File: src/rtl/ahb_lite_cmd_master.sv
// Command-driven AHB-Lite initiator: turns read/write commands of 1-16 words into SINGLE/INCR bursts.
// Define AHB_MST_1KB_SPLIT_EN to split 1KB-crossing commands; otherwise they are rejected with an error.
module ahb_lite_cmd_master #(
    parameter logic [3:0] HPROT_VAL = 4'b0011
) (
    input  logic        HCLK,
    input  logic        HRESET,
    input  logic        cmd_valid,
    output logic        cmd_ready,
    input  logic        cmd_write,
    input  logic [31:0] cmd_addr,
    input  logic [3:0]  cmd_len,
    input  logic        wr_valid,
    output logic        wr_ready,
    input  logic [31:0] wr_data,
    output logic        rd_valid,
    output logic [31:0] rd_data,
    output logic        done_valid,
    output logic        done_err,
    output logic [31:0] HADDR,
    output logic [1:0]  HTRANS,
    output logic        HWRITE,
    output logic [2:0]  HSIZE,
    output logic [2:0]  HBURST,
    output logic [3:0]  HPROT,
    output logic        HMASTLOCK,
    output logic [31:0] HWDATA,
    input  logic [31:0] HRDATA,
    input  logic        HREADY,
    input  logic [1:0]  HRESP
);
    localparam logic [1:0] T_IDLE = 2'b00;
    localparam logic [1:0] T_BUSY = 2'b01;
    localparam logic [1:0] T_NSEQ = 2'b10;
    localparam logic [1:0] T_SEQ  = 2'b11;

    typedef enum logic [2:0] {S_IDLE, S_ADDR, S_DRAIN, S_ERR2, S_DONE} state_t;
    state_t r_state, w_next;

    logic [31:0] r_addr;
    logic [31:0] r_wbuf;
    logic [4:0]  r_left;
    logic        r_first, r_write, r_single, r_reject, r_err;
    logic        r_dp_valid, r_dp_write;
    logic        w_accept, w_err1, w_can, w_issue, w_last, w_bnd, w_rej;
    logic        w_unused;

`ifdef AHB_MST_1KB_SPLIT_EN
    assign w_bnd = (r_addr[9:0] == 10'd0);
    assign w_rej = 1'b0;
`else
    logic [31:0] w_last_addr;
    assign w_last_addr = {cmd_addr[31:2], 2'b00} + {26'd0, cmd_len, 2'b00};
    assign w_bnd = 1'b0;
    assign w_rej = (w_last_addr[31:10] != cmd_addr[31:10]);
`endif

    assign w_unused  = ^{HRESP[1], cmd_addr[1:0]};

    assign HSIZE     = 3'b010;
    assign HPROT     = HPROT_VAL;
    assign HMASTLOCK = 1'b0;

    assign cmd_ready  = (r_state == S_IDLE) && !HRESET;
    assign w_accept   = cmd_valid && cmd_ready;
    // First ERROR cycle of the data phase currently in flight
    assign w_err1     = (r_state == S_ADDR || r_state == S_DRAIN) && r_dp_valid && !HREADY && HRESP[0];
    assign w_can      = (r_state == S_ADDR) && !r_reject && HREADY && (r_left != 5'd0);
    assign w_issue    = w_can && (!r_write || wr_valid);
    assign w_last     = (r_state == S_ADDR) && !r_reject && HREADY && (r_left == 5'd0);
    assign wr_ready   = w_issue && r_write && !HRESET;
    assign done_valid = (r_state == S_DONE) && !HRESET;
    assign done_err   = done_valid && r_err;

    always_ff @(posedge HCLK) begin
        if (HRESET) r_state <= S_IDLE;
        else        r_state <= w_next;
    end

    always_comb begin
        w_next = r_state;
        case (r_state)
            S_IDLE:  if (w_accept) w_next = S_ADDR;
            S_ADDR: begin
                if (r_reject)    w_next = S_DONE;
                else if (w_err1) w_next = S_ERR2;
                else if (w_last) w_next = S_DRAIN;
            end
            S_DRAIN: begin
                if (w_err1)      w_next = S_ERR2;
                else if (HREADY) w_next = S_DONE;
            end
            S_ERR2:  if (HREADY) w_next = S_DONE;
            S_DONE:  w_next = S_IDLE;
            default: w_next = S_IDLE;
        endcase
    end

    always_ff @(posedge HCLK) begin
        if (HRESET) begin
            HADDR      <= 32'd0;
            HTRANS     <= T_IDLE;
            HWRITE     <= 1'b0;
            HBURST     <= 3'b000;
            HWDATA     <= 32'd0;
            rd_valid   <= 1'b0;
            rd_data    <= 32'd0;
            r_addr     <= 32'd0;
            r_wbuf     <= 32'd0;
            r_left     <= 5'd0;
            r_first    <= 1'b0;
            r_write    <= 1'b0;
            r_single   <= 1'b0;
            r_reject   <= 1'b0;
            r_err      <= 1'b0;
            r_dp_valid <= 1'b0;
            r_dp_write <= 1'b0;
        end else begin
            rd_valid <= HREADY && r_dp_valid && !r_dp_write && !HRESP[0];
            if (HREADY && r_dp_valid && !r_dp_write && !HRESP[0]) rd_data <= HRDATA;
            if (HREADY && r_dp_valid && HRESP[0]) r_err <= 1'b1;

            // Track which data phase starts as each address phase completes
            if (HREADY) begin
                r_dp_valid <= HTRANS[1];
                r_dp_write <= HWRITE;
                if (HTRANS[1] && HWRITE) HWDATA <= r_wbuf;
            end

            if (w_accept) begin
                r_addr   <= {cmd_addr[31:2], 2'b00};
                r_left   <= {1'b0, cmd_len} + 5'd1;
                r_first  <= 1'b1;
                r_write  <= cmd_write;
                r_single <= (cmd_len == 4'd0);
                r_reject <= w_rej;
                r_err    <= w_rej;
            end

            if (w_issue) begin
                HTRANS  <= (r_first || w_bnd) ? T_NSEQ : T_SEQ;
                HADDR   <= r_addr;
                HWRITE  <= r_write;
                HBURST  <= r_single ? 3'b000 : 3'b001;
                r_addr  <= r_addr + 32'd4;
                r_left  <= r_left - 5'd1;
                r_first <= 1'b0;
                if (r_write) r_wbuf <= wr_data;
            end else if (w_can) begin
                // Write underrun: nothing on the bus yet, or BUSY parked on the next beat address
                HTRANS <= r_first ? T_IDLE : T_BUSY;
                if (!r_first) HADDR <= r_addr;
            end else if (w_last) begin
                HTRANS <= T_IDLE;
            end

            if (w_err1) begin
                HTRANS <= T_IDLE;
                r_err  <= 1'b1;
            end
        end
    end
endmodule

File: config.mk
export PLATFORM = sky130hd
export DESIGN_NAME = ahb_lite_cmd_master
export DESIGN_NICKNAME = d
export VERILOG_FILES = /design/src/rtl/ahb_lite_cmd_master.sv
export SDC_FILE = /design/constraint.sdc
export NUM_CORES = 1
export LEC_CHECK = 0
export BUFFER_PORTS_ARGS = -buffer_cell sky130_fd_sc_hd__buf_4
export CAP_MARGIN = 20
export CORE_UTILIZATION = 39
export CTS_CLUSTER_DIAMETER = 60
export CTS_CLUSTER_SIZE = 40
export DETAILED_ROUTE_END_ITERATION = 10
export PLACE_DENSITY_LB_ADDON = 0.3
export SETUP_SLACK_MARGIN = 0.05
export SKIP_LAST_GASP = 1
export SYNTH_ARGS = -nofsm -noshare
export SYNTH_HDL_FRONTEND = slang
export SYNTH_SLANG_ARGS = --single-unit
File: constraint.sdc
create_clock -name HCLK -period 7.3 [get_ports HCLK]
set_input_delay 1.825 -clock HCLK [delete_from_list [all_inputs] [get_ports HCLK]]
set_output_delay 1.825 -clock HCLK [all_outputs]
set_load 0.02 [all_outputs]
# Word-level counts from Yosys, hierarchy flattened
# Cells that the tools add are included.
[totals]
register_bits = 182
latchBits = 0
ramBits = 0
rom_bits = 0
input_bits = 108
mem_count = 0
[classes]
addsub = 4
mul = 0
n_div = 0
order_cmp = 0
n_eq_ne = 8
n_shift = 0
mux = 23
n_bitwise = 0
n_reduce_logical = 41
[op_table]
columns = ["operator", "n"]
rows = [
  ["$mux W32", 5],
  ["$add A32 B3 Y32 const B", 1],
  ["$add A32 B6 Y32", 1],
  ["$ne A22 B22 Y1", 1],
  ["$logic_and A1 B1 Y1", 19],
  ["$mux W3", 6],
  ["$pmux W3 S4", 1],
  ["$mux W5", 2],
  ["$reduce_and A2 Y1", 4],
  ["$eq A3 B2 Y1 const B", 2],
  ["$logic_not A1 Y1", 6],
  ["$mux W1", 6],
  ["$mux W2", 3],
  ["$reduce_bool A3 Y1", 2],
  ["$add A4 B1 Y5 const B", 1],
  ["$logic_not A5 Y1", 1],
  ["$reduce_bool A5 Y1", 1],
  ["$sub A5 B1 Y5 const B", 1],
  ["$logic_not A4 Y1", 1],
  ["$ne A4 B4 Y1 const B", 1],
  ["$reduce_bool A2 Y1", 2],
  ["$reduce_or A2 Y1", 2],
  ["$eq A3 B1 Y1 const B", 1],
  ["$eq A3 B3 Y1 const B", 1],
  ["other kinds (4)", 5],
]

# Logic depth before layout (Yosys ltp)
[logic_depth]
word_depth = 8
depth_mapped = 11

# Worst setup path before layout
# OpenSTA, ideal clock, no wires.
[synth_timing]
path_type = "input port to output port"
from = "input HRESET"
to = "output done_err"
t_arrival_ps = 3145
setup_slack_ps = 2330
cell_stages = 3
path_buffers = 1
cell_sequence = "clkbuf_1 nor4b_1 and2_1"
[synth_between]
elab_chain_len = 3
[synth_rtl]
columns = ["element", "line_no", "text"]
rows = [
  ["from (decl)", "7", "input logic HRESET,"],
  ["$logic_not A1 Y1", "72", "assign done_valid = (r_state == S_DONE) && !HRESET;"],
  ["$logic_and A1 B1 Y1", "72", ""],
  ["via done_valid", "18", "output logic done_valid,"],
  ["$logic_and A1 B1 Y1", "73", "assign done_err = done_valid && r_err;"],
  ["to (decl)", "19", "output logic done_err,"],
]
# The timed path passes the listed nets, and every way through them passes these cells.

# Worst setup path after layout
[layout_timing]
from = "input HRESET"
to = "output wr_ready"
[layout_between]
elab_chain_len = 2
[layout_rtl]
columns = ["element", "line_no", "text"]
rows = [
  ["$logic_not A1 Y1", "71", "assign wr_ready = w_issue && r_write && !HRESET;"],
  ["$logic_and A1 B1 Y1", "71", ""],
  ["to (decl)", "14", "output logic wr_ready,"],
]
# No other way between the ends.

==> results_dict.tcl <==
set metrics [dict create \
    rows 49 \
    cts_buffers 17 \
    grt_pass1_vias 6258 \
    crit_path_max_fanout 76 \
    dp_hpwl_mm 13.04 \
    start_kind "input pin" \
    min_from "r_single" \
    cts_tree "done" \
    grt.total_usage 0.2059 \
    place_inst 1300 \
    finalSetupViolations 0 \
    vias 6819 \
    maxSlewViolCount 0 \
    use_met1 0.2702 \
    die-width_um 138.6 \
    switching_share 0.2675 \
    wl_per_cell_um 14.57 \
    path_cells "buf_4, inv_1, and3_1, buf_4" \
    crit_type "input pin to primary output" \
    r2r-start "r_state[1]" \
    ant_nets 0 \
    clkSlewWorstSetupHoldPaths_ns 0.06 \
    power_density_nw_per_um2 229.9 \
    r2r_end "r_addr[25]" \
    seq_area_um2 3523 \
    die-area_um2 19200 \
    layout-drive-gt1-share 0.2380 \
    die_h_um 138.6 \
    clk_path_buf_depth 2 \
    grt_overflow 0 \
    ys.warnings.count 0 \
    tns_ns 0 \
    ys.flop_type "dfxtp_1" \
    postCtsHoldBufs 0 \
    yosysUniqueCellTypes 60 \
    rsz0062_at_grt "no" \
    slowest_stage "buf_4" \
    synth_edf_count 0 \
    fmax_mhz 194.9 \
    crit_top_cell "buf_4" \
    slew_headroom 0.3103 \
    intPower_mw 1.593 \
    root_buffer "clkbuf_16" \
    crit_arrival_ns 3.31 \
    hold_viol 0 \
    fin_crit_sh 0.7029 \
    p_seq_frac 0.478 \
    leakagePower_nw 3.610 \
    drt_iter0_markers 438 \
    clkPwrFrac 0.393 \
    reg2reg_depth 4 \
    cts_sinks 176 \
    min_to "HBURST[0]" \
    multiInputGateArea_um2 3401 \
    synth_area_per_cell_um2 7.880 \
    hold_class "register to register" \
    slowest_delay_ns 0.60 \
    top_usage_layer "met2" \
    clock_latency_ns 0.43 \
    reg2reg_slack_ns 4.57 \
    core_area_um2 18150 \
    htreeDepth 4 \
    first_pass_iters 8 \
    post_cts_buffers 0 \
    worstPathRequired_ns 5.48 \
    whs_path_depth 1 \
    grt_pass1_wl_mm 31.77 \
    use_met2 0.3246 \
    routed_wl_mm 19.43 \
    gr-usage-met3 0.05145 \
    async_flop_share 0 \
    fin_skew_ns 0.008805 \
    diodes 0 \
    ys_seq_elements 176 \
    synth_area_um2 7273 \
    via_per_inst 5.112 \
    violations "design-rule violations" \
    synthCells 923 \
    io_buffers 207 \
    p_switching_mw 0.5817 \
    endpoint_kind "primary output" \
    status "finished with violations" \
    grt_start_max_net_pins 99 \
    syn2layout_area_growth_pct 30.09 \
    num-fill-cells 1787 \
    num_io_pins 223 \
    p_comb_frac 0.129 \
    antenna_found_initial 0 \
    min_period_ns 5.131 \
    nNetsFinal 1207 \
    tightest_slew_ns 1.035 \
    finalNonFillerCells 1334 \
    seq_area_frac_synth 0.4844 \
    max-cap-violations 0 \
    ir_drop_uv 184.9 \
    start_util 0.4008 \
    drcViolationCount 22 \
    cts_resized 0 \
    place.gp.congestion 0.7963 \
]
cell usage in the layout, fill, tap and decap left out, drive strengths merged, types with 9 or more instances in the layout:
cell    Yosys  routed
nand2     296     296
buf        26     218
dfxtp     176     176
a21oi     155     155
nor2       25      25
clkbuf     52      22
nand3      20      20
nor3       13      13
a31oi      13      13
o21ai      13      13
conb        2      12
and2       11      11
nand4      10      10
and4        9       9
inv         9       9
routing by layer:
layer | wire length (um) | share of wire
met3 | 1276 | 0.066
met5 | 0 | 0
met4 | 391 | 0.020
met2 | 9067 | 0.47
met1 | 8697 | 0.45
how the worst max path moves through the flow:
stage / from / cells past startpoint / endpoint
floorplan: HRESET / 3 / done_err
global placement: HRESET / 4 / wr_ready
detailed placement: HRESET / 4 / wr_ready
CTS: HRESET / 4 / wr_ready
global route: HRESET / 4 / wr_ready
finish: HRESET / 4 / wr_ready
logic make-up after synthesis:
logic type	after synthesis	synth area share
simple gates	419	0.2579
compound gates	219	0.1701
flops	176	0.4844
buf+inv	87	0.05574
mux	10	0.01514
fa+ha+maj	7	0.01204
xor+xnor	3	0.003613
other cells	2	0.001033
state kept, by name, indices dropped and copies added (netlist names), 2 cells and up:
signal	count
HWDATA	32
r_wbuf	32
rd_data	32
HADDR	30
r_addr	30
r_left	5
r_state	3
HTRANS	2
per-stage QoR:
| step | hold slack [ns] | util | cell area (um^2) | power, mW | setup slack, ns |
|---|---|---|---|---|---|
| 2_1_floorplan | 0.4129 | - | 7311 | 1.233 | 2.330 |
| 3_3_place_gp | 0.4202 | 0.4881 | 8859 | 1.328 | 2.196 |
| 3_5_place_dp | 0.4311 | 0.4897 | 8886 | 1.336 | 2.208 |
| 4_1_cts | 0.4342 | 0.5196 | 9429 | 2.197 | 2.203 |
| 5_1_grt | 0.4527 | 0.5214 | 9462 | 2.279 | 2.118 |
| 6_report | 0.4327 | 0.5214 | 9462 | 2.175 | 2.169 |
power groups by stage:
| stage | sequential (mW) | combinational [mW] | clock, mW |
|---|---|---|---|
| 3_5_place_dp | 1.06 | 0.275 | 0 |
| 2_1_floorplan | 1.05 | 0.184 | 0 |
| 5_1_grt | 1.05 | 0.310 | 0.921 |
| 3_3_place_gp | 1.06 | 0.267 | 0 |
| 6_report | 1.04 | 0.280 | 0.854 |
| 4_1_cts | 1.04 | 0.277 | 0.881 |
Yosys cell counts, types with 2 or more instances:
cell type	number	area [um^2]
a2111oi_0	2	17.52
and3_1	8	50.05
inv_1	9	33.78
nor4b_1	3	26.28
nand2_1	294	1104
o21ai_1	8	40.04
nor2_1	24	90.09
o211ai_1	6	45.04
and2_1	11	68.82
nand3b_1	3	22.52
a31oi_1	13	81.33
nor3_1	13	65.06
or4_1	3	22.52
nand3_1	20	100.1
and4_1	9	78.83
ha_1	7	87.58
a211oi_1	8	60.06
o311ai_1	2	17.52
a31o_2	2	17.52
mux2_2	5	56.30
a311oi_1	4	35.03
a32oi_1	3	26.28
mux2i_1	2	20.02
a221oi_1	2	17.52
nor4_1	2	12.51
or3_1	5	31.28
buf_2	8	40.04
buf_4	16	120.1
xnor2_1	2	17.52
a21oi_1	155	775.7
a22oi_1	4	30.03
mux2_1	3	33.78
conb_1	2	7.510
nand4_1	10	62.56
dfxtp_1	176	3523
o21ai_0	5	25.02
clkbuf_1	51	191.4
area by class of cell:
class	instances	share of cell area
Timing Repair Buffer	218	0.1769
Tap cell	229	0.03028
Sequential cell	176	0.3724
Inverter	9	0.003570
Clock buffer	22	0.04800
Clock inverter	10	0.009389
Multi-Input combinational cell	670	0.3594
worst max-delay path: cells and delay by family:
family | cells | cell delay, ns
and+or+nand+nor | 1 | 0.29
buffers and inverters | 3 | 1.10
Power figures use the tool's default switching activity.
